## src/rtl/audio_adc_rx.sv

```systemverilog
// ---------------------------------------------------------------------------
// audio_adc_rx
//   Receive side of the codec audio serial link. Deserializes 16-bit I2S
//   samples from the codec ADC, oversampling BCLK/LRCK/DATA in the CLOCK_50
//   domain, and pushes the selected channel(s) into a single-clock FIFO write
//   port. Also maintains a decaying peak-level nibble for LED display.
//
// Parameters
//   CHAN_MODE    0 = left only, 1 = right only, 2 = stereo (L then R)
//   SAMPLE_BITS  bits captured per channel slot; later bits in a slot ignored
//   LEVEL_DECAY  log2 of CLOCK_50 cycles between level-meter decrements
//
// Ports
//   CLOCK_50     in   system clock, rising edge
//   rst_n        in   asynchronous active-low reset
//   enable       in   capture enable, sampled only at LR-clock edges
//   AUD_BCLK     in   bit clock (asynchronous)
//   AUD_ADCLRCK  in   ADC LR clock: 0 = left slot, 1 = right slot
//   AUD_ADCDAT   in   serial ADC data, MSB first
//   fifo_full    in   FIFO full flag
//   fifo_wr      out  single-cycle write strobe
//   fifo_wr_dat  out  sample word (two's complement), held between writes
//   overflow     out  sticky: wanted word dropped because FIFO was full
//   frame_err    out  sticky: LR edge arrived before the word was complete
//   level        out  peak magnitude meter
// ---------------------------------------------------------------------------
module audio_adc_rx #(
    parameter int CHAN_MODE   = 2,
    parameter int SAMPLE_BITS = 16,
    parameter int LEVEL_DECAY = 20
) (
    input  logic        CLOCK_50,
    input  logic        rst_n,
    input  logic        enable,
    input  logic        AUD_BCLK,
    input  logic        AUD_ADCLRCK,
    input  logic        AUD_ADCDAT,
    input  logic        fifo_full,
    output logic        fifo_wr,
    output logic [15:0] fifo_wr_dat,
    output logic        overflow,
    output logic        frame_err,
    output logic [3:0]  level
);

    localparam int CNT_W = $clog2(SAMPLE_BITS + 1);

    typedef enum logic [1:0] {
        S_IDLE,
        S_SKIP,
        S_SHIFT,
        S_DONE
    } state_t;

    state_t r_state;
    state_t w_state_nxt;

    // [0] first sync stage, [1] second sync stage, [2] edge-detect history
    logic [2:0]             r_bclk_sr;
    logic [2:0]             r_lrck_sr;
    logic [1:0]             r_dat_sr;

    logic [15:0]            r_shreg;
    logic [CNT_W-1:0]       r_bit_cnt;
    logic                   r_slot;
    logic                   r_decide;
    logic                   r_fifo_wr;
    logic [15:0]            r_fifo_wr_dat;
    logic                   r_overflow;
    logic                   r_frame_err;
    logic [3:0]             r_level;
    logic [LEVEL_DECAY-1:0] r_decay_cnt;

    logic       w_bclk_rise;
    logic       w_lr_edge;
    logic       w_lrck;
    logic       w_dat;
    logic       w_start;
    logic       w_shift;
    logic       w_ferr_set;
    logic       w_enter_done;
    logic       w_wanted;
    logic       w_push;
    logic       w_drop;
    logic [3:0] w_peak;
    logic       w_load;
    logic       w_decay_tick;

    // ------------------------------------------------------------------
    // Input conditioning: data carries the same delay as BCLK
    // ------------------------------------------------------------------
    always_ff @(posedge CLOCK_50 or negedge rst_n) begin
        if (!rst_n) begin
            r_bclk_sr <= '0;
            r_lrck_sr <= '0;
            r_dat_sr  <= '0;
        end else begin
            r_bclk_sr <= {r_bclk_sr[1:0], AUD_BCLK};
            r_lrck_sr <= {r_lrck_sr[1:0], AUD_ADCLRCK};
            r_dat_sr  <= {r_dat_sr[0], AUD_ADCDAT};
        end
    end

    assign w_bclk_rise = r_bclk_sr[1] & ~r_bclk_sr[2];
    assign w_lr_edge   = r_lrck_sr[1] ^ r_lrck_sr[2];
    assign w_lrck      = r_lrck_sr[1];
    assign w_dat       = r_dat_sr[1];

    // ------------------------------------------------------------------
    // FSM: state register
    // ------------------------------------------------------------------
    always_ff @(posedge CLOCK_50 or negedge rst_n) begin
        if (!rst_n) begin
            r_state <= S_IDLE;
        end else begin
            r_state <= w_state_nxt;
        end
    end

    // ------------------------------------------------------------------
    // FSM: next state. An LR edge in any state restarts the slot when
    // enabled, otherwise parks in IDLE (IDLE itself just stays).
    // ------------------------------------------------------------------
    always_comb begin
        w_state_nxt = r_state;
        if (w_lr_edge) begin
            w_state_nxt = enable ? S_SKIP : S_IDLE;
        end else begin
            unique case (r_state)
                S_IDLE:  w_state_nxt = S_IDLE;
                S_SKIP:  if (w_bclk_rise) w_state_nxt = S_SHIFT;
                S_SHIFT: if (w_bclk_rise && (r_bit_cnt == CNT_W'(SAMPLE_BITS - 1)))
                             w_state_nxt = S_DONE;
                S_DONE:  w_state_nxt = S_DONE;
                default: w_state_nxt = S_IDLE;
            endcase
        end
    end

    // ------------------------------------------------------------------
    // FSM: control outputs
    // ------------------------------------------------------------------
    always_comb begin
        w_start      = w_lr_edge & enable;
        w_shift      = (r_state == S_SHIFT) & w_bclk_rise & ~w_lr_edge;
        w_ferr_set   = w_lr_edge & ((r_state == S_SKIP) | (r_state == S_SHIFT));
        w_enter_done = (r_state == S_SHIFT) & (w_state_nxt == S_DONE);
    end

    // ------------------------------------------------------------------
    // Slot capture datapath
    // ------------------------------------------------------------------
    always_ff @(posedge CLOCK_50 or negedge rst_n) begin
        if (!rst_n) begin
            r_shreg   <= '0;
            r_bit_cnt <= '0;
            r_slot    <= 1'b0;
            r_decide  <= 1'b0;
        end else begin
            r_decide <= w_enter_done;
            if (w_start) begin
                r_shreg   <= '0;
                r_bit_cnt <= '0;
                r_slot    <= w_lrck;
            end else if (w_shift) begin
                r_shreg   <= {r_shreg[14:0], w_dat};
                r_bit_cnt <= r_bit_cnt + CNT_W'(1);
            end
        end
    end

    // ------------------------------------------------------------------
    // Write decision, one cycle after entering DONE
    // ------------------------------------------------------------------
    assign w_wanted = (CHAN_MODE == 2) ? 1'b1 : (r_slot == (CHAN_MODE == 1));
    assign w_push   = r_decide & w_wanted & ~fifo_full;
    assign w_drop   = r_decide & w_wanted & fifo_full;

    always_ff @(posedge CLOCK_50 or negedge rst_n) begin
        if (!rst_n) begin
            r_fifo_wr     <= 1'b0;
            r_fifo_wr_dat <= '0;
            r_overflow    <= 1'b0;
            r_frame_err   <= 1'b0;
        end else begin
            r_fifo_wr <= w_push;
            if (w_push) r_fifo_wr_dat <= r_shreg;
            if (w_drop) r_overflow <= 1'b1;
            if (w_ferr_set) r_frame_err <= 1'b1;
        end
    end

    // ------------------------------------------------------------------
    // Level meter. Peak nibble is |word|[14:11] computed without a full
    // negation: for negative words ~w[14:11] plus a carry when w[10:0]==0.
    // 0x8000 saturates to 0x7FFF, i.e. nibble 0xF.
    // ------------------------------------------------------------------
    always_comb begin
        w_peak = r_shreg[14:11];
        if (r_shreg[15]) begin
            if (r_shreg[14:0] == '0) begin
                w_peak = 4'hF;
            end else begin
                w_peak = ~r_shreg[14:11] + {3'b000, (r_shreg[10:0] == '0)};
            end
        end
    end

    assign w_load       = r_decide & w_wanted & (w_peak > r_level);
    assign w_decay_tick = &r_decay_cnt;

    always_ff @(posedge CLOCK_50 or negedge rst_n) begin
        if (!rst_n) begin
            r_decay_cnt <= '0;
            r_level     <= '0;
        end else begin
            r_decay_cnt <= r_decay_cnt + LEVEL_DECAY'(1);
            if (w_load) begin
                r_level <= w_peak;
            end else if (w_decay_tick && (r_level != '0)) begin
                r_level <= r_level - 4'd1;
            end
        end
    end

    assign fifo_wr     = r_fifo_wr;
    assign fifo_wr_dat = r_fifo_wr_dat;
    assign overflow    = r_overflow;
    assign frame_err   = r_frame_err;
    assign level       = r_level;

endmodule

```

## config.mk

```make
export PLATFORM = sky130hd
export DESIGN_NAME = audio_adc_rx
export DESIGN_NICKNAME = d
export VERILOG_FILES = /design/src/rtl/audio_adc_rx.sv
export SDC_FILE = /design/constraint.sdc
export NUM_CORES = 1
export LEC_CHECK = 0
export BUFFER_PORTS_ARGS = -buffer_cell sky130_fd_sc_hd__buf_2
export CAP_MARGIN = 20
export CORE_ASPECT_RATIO = 1.2
export CORE_MARGIN = 5
export CORE_UTILIZATION = 57
export DETAILED_ROUTE_END_ITERATION = 8
export PLACE_DENSITY = 0.82
export SLEW_MARGIN = 20
export SYNTH_ARGS = -nofsm -noshare
export SYNTH_HDL_FRONTEND = slang
export SYNTH_SLANG_ARGS = --single-unit
```

## constraint.sdc

```tcl
create_clock -name CLOCK_50 -period 7 [get_ports CLOCK_50]
set_clock_uncertainty 0.2 [all_clocks]
set_input_delay 0.7 -clock CLOCK_50 [delete_from_list [all_inputs] [get_ports CLOCK_50]]
set_output_delay 0.7 -clock CLOCK_50 [all_outputs]
set_load 0.01 [all_outputs]
```

==> results by group <==
Cells and area
  – Final instance area: 0.003696 mm²
  – Final #Nets: 338
  – Diodes inserted: 0
  – Synth-to-Final Area Change: 12.49%
  – Share of cells above drive strength 1: 21.25%

Global routing
  – Vias in the first global route: 2152
  – Grt ovf: 0
  – First-pass GRT wire length: 9770 µm
  – Pin count of the biggest net entering global routing: 76
  – Total track usage: 17.42%
  – Initial antenna violation count: 0

Outcome
  – Status: finished, final reports clean

Drt
  – Vias: 2125
  – Initial DRC count: 104
  – Drt total wl: 5726 µm
  – # DRC: 0
  – Antenna viol nets, final: 0
  – Drt pass-1 iters: 4
  – Via density: 5.534
  – WL/cell: 14.91 µm

Clock tree
  – Total CTS buffers: 9
  – Post-CTS setup buffers: 0
  – CTS root buffer: clkbuf_8
  – Worst-skew pair later-pin latency: 0.34 ns
  – Hold buffers post-CTS: 0
  – Max Buffers Root-to-Sink: 2
  – CTS tree: built
  – Cells resized by post-CTS repair: 0
  – Num Clock Sinks: 75
  – Htree depth: 3
  – CTS clock-pin slew for the worst setup and hold paths: 0.07 ns

Pwr
  – Sw frac: 20.74%
  – Flop pwr share: 55.7%
  – Switching pwr: 162.8 µW
  – Logic pwr share: 2.4%
  – Pint: 622.3 µW
  – Clock power share: 41.9%
  – Leak pwr: 0.001862 µW
  – Total power per unit cell area: 212.4 mW/mm²
  – Peak VDD IR: 0.0001176 V

Critical path
  – Most used cell, CP: ha_1
  – Slowest stage delay, CP: 0.46 ns
  – CP startpoint kind: flop
  – CP bufs+invs: 0
  – Cells along the critical path: nor4_1 > and3_1 > ha_1 > ha_1 > a211o_1 > ha_1 > nor2b_1 > o211ai_1 > a21oi_1 > nor2_1 > a221o_1
  – Req. time, crit path: 7.03 ns
  – Setup crit end kind: flop
  – Crit path max fanout: 6
  – Worst path arrival time: 3.39 ns
  – CP top delay family: compound AO/OA/AOI/OAI gates
  – WS Path Type: reg -> reg
  – Critical path's slowest cell: a21oi_1

Synthesis
  – Synth warnings: 0
  – Net Count, Synth: 303
  – EDFF count, synth: 0
  – Syn Inst Count: 281
  – Post-Synthesis Cell Area: 0.003286 mm²
  – Syn Area/Cell: 11.69 µm²
  – Flops & latches, synth: 75
  – Seq/Total Area, Yosys: 57.12%
  – Ys flop type: dfrtp_1
  – Post-synth cell types: 39
  – Async SR Flop Fraction: 100.0%

Placement
  – Area after DPL: 0.003502 mm²
  – Dpl hpwl: 3844 µm
  – Gpl congestion: 0.7690
  – # port buffers: 29

Floorplan
  – Die area: 0.007389 mm²
  – CORE AREA: 0.005630 mm²
  – Top Ports: 30
  – Die Span Y: 93.17 µm
  – # rows: 30
  – Chip Width: 79.31 µm
  – Initial Util: 58.36%

STA
  – Achievable Freq: 297.7 MHz
  – Final setup TNS: 0 ns
  – Max-slew violations: 0
  – Final hold slack: 0.1505 ns
  – Slew @ Worst Pin: 0.9142 ns
  – Final hold viol count: 0
  – Worst rel slew slack: 39.05%
  – Final setup fails: 0
  – Min cycle time layout: 3.359 ns
  – RSZ-0062 raised after global routing: false
  – Final period utilization: 47.99%

Flow run
  – Maxcap violations: 0

Worst hold path
  – Worst Hold Class: reg -> reg
==> state kept, by name, summed over array words and instances, names as in the netlist <==
signal	cells
fifo_wr	1
fifo_wr_dat	16
frame_err	1
level	4
overflow	1
r_bclk_sr	3
r_bit_cnt	5
r_dat_sr	2
r_decay_cnt	20
r_decide	1
r_lrck_sr	3
r_shreg	16
r_state	2
==> worst paths after layout <==
kind | startpoint | to | slack, ns | cells past startpoint
max | r_shreg[0]$_DFFE_PN0P_ | level[2]$_DFFE_PN0P_ | 3.64 | 11
min | r_dat_sr[0]$_DFF_PN0_ | r_dat_sr[1]$_DFF_PN0_ | 0.15 | 0
max reg2reg | r_shreg[0]$_DFFE_PN0P_ | level[2]$_DFFE_PN0P_ | 3.64 | 11
min reg2reg | r_dat_sr[0]$_DFF_PN0_ | r_dat_sr[1]$_DFF_PN0_ | 0.15 | 0
max in group asynchronous | rst_n | r_shreg[14]$_DFFE_PN0P_ | 5.64 | 2
min in group asynchronous | rst_n | r_bclk_sr[0]$_DFF_PN0_ | 0.36 | 2
==> per-stage QoR <==
stage | std cells | setup WS [ns] | util [%] | total power [µW]
2_1_floorplan | 281 | 3.984 | - | 452.8
3_3_place_gp | 369 | 3.777 | 62.20 | 464.8
3_5_place_dp | 369 | 3.701 | 62.20 | 465.3
4_1_cts | 384 | 3.637 | 65.64 | 791.1
5_1_grt | 384 | 3.340 | 65.64 | 815.8
6_report | 384 | 3.641 | 65.64 | 785.1
==> worst reg2reg max path, stage by stage (launching register included) <==
cell,delay [ns]
dfrtp_1,0.42
nor4_1,0.26
and3_1,0.23
ha_1,0.18
ha_1,0.23
a211o_1,0.31
ha_1,0.29
nor2b_1,0.14
o211ai_1,0.11
a21oi_1,0.46
nor2_1,0.08
a221o_1,0.33
==> logic make-up (layout without fill, tap and decap cells) <==
family                     count (synthesis)  after routing  share of synthesized area [%]
buffers and inverters                     24             63                          2.818
and+or+nand+nor                           87             87                          13.71
DFF                                       75             75                          57.12
AOI/OAI and AO/OA                         36             36                          7.654
xor gates and xnor gates                  26             26                          6.931
muxes                                     18             18                          6.055
adders and majority gates                 15             15                          5.712
==> metal layers <==
metal / GRT usage, % / wire, µm / vias to the layer above / part of all wire (%)
li1: - / - / 1027 / -
met2: 26.40 / 2731 / 41 / 48
met5: 0 / 0 / - / 0
met3: 5.395 / 197 / 12 / 3.4
met4: 8.739 / 138 / 0 / 2.4
met1: 22.59 / 2658 / 1045 / 46
==> cell usage in the layout, fill, tap and decap left out, types with 5 or more instances in the layout <==
cell,netlist,layout
nor2_1,19,19
nand3_1,11,11
a22o_1,9,9
buf_2,2,29
inv_1,16,16
and3_1,5,5
nand2_1,26,26
ha_1,15,15
dfrtp_1,75,75
xnor2_1,15,15
a21oi_1,10,10
mux2_2,15,15
clkbuf_8,0,11
o21ai_0,6,6
xor2_1,11,11
==> synth_stat cells (4+ instances only) <==
cell type | n | share of area [%]
a22o_1 | 9 | 2.4
nor3_1 | 5 | 0.76
nand4_1 | 4 | 0.76
and3_1 | 5 | 0.95
nor2_1 | 19 | 2.2
nand2_1 | 26 | 3.0
clkbuf_1 | 4 | 0.46
xnor2_1 | 15 | 4.0
a21oi_1 | 10 | 1.5
dfrtp_1 | 75 | 57
ha_1 | 15 | 5.7
nor2b_1 | 4 | 0.76
nand3_1 | 11 | 1.7
o21ai_0 | 6 | 0.91
mux2_2 | 15 | 5.1
xor2_1 | 11 | 2.9
inv_1 | 16 | 1.8
==> power groups by stage <==
stage	clock network [µW]	logic (µW)	registers [µW]
final	329	18.6	438
after floorplan	0	7.03	446
after detailed placement	0	19.2	446
after global routing	356	22.2	438
after global placement	0	18.9	446
after CTS	334	19.3	438
==> area by class of cell <==
class,count,area [µm²]
Fill cell,425,1934
Sequential cell,75,1877
Multi-Input combinational cell,182,1321
Timing Repair Buffer,31,160.2
Clock buffer,13,158.9
Tap cell,64,80.08
Inverter,17,63.81
Clock inverter,2,35.03
(Power assumes the default switching activity.)
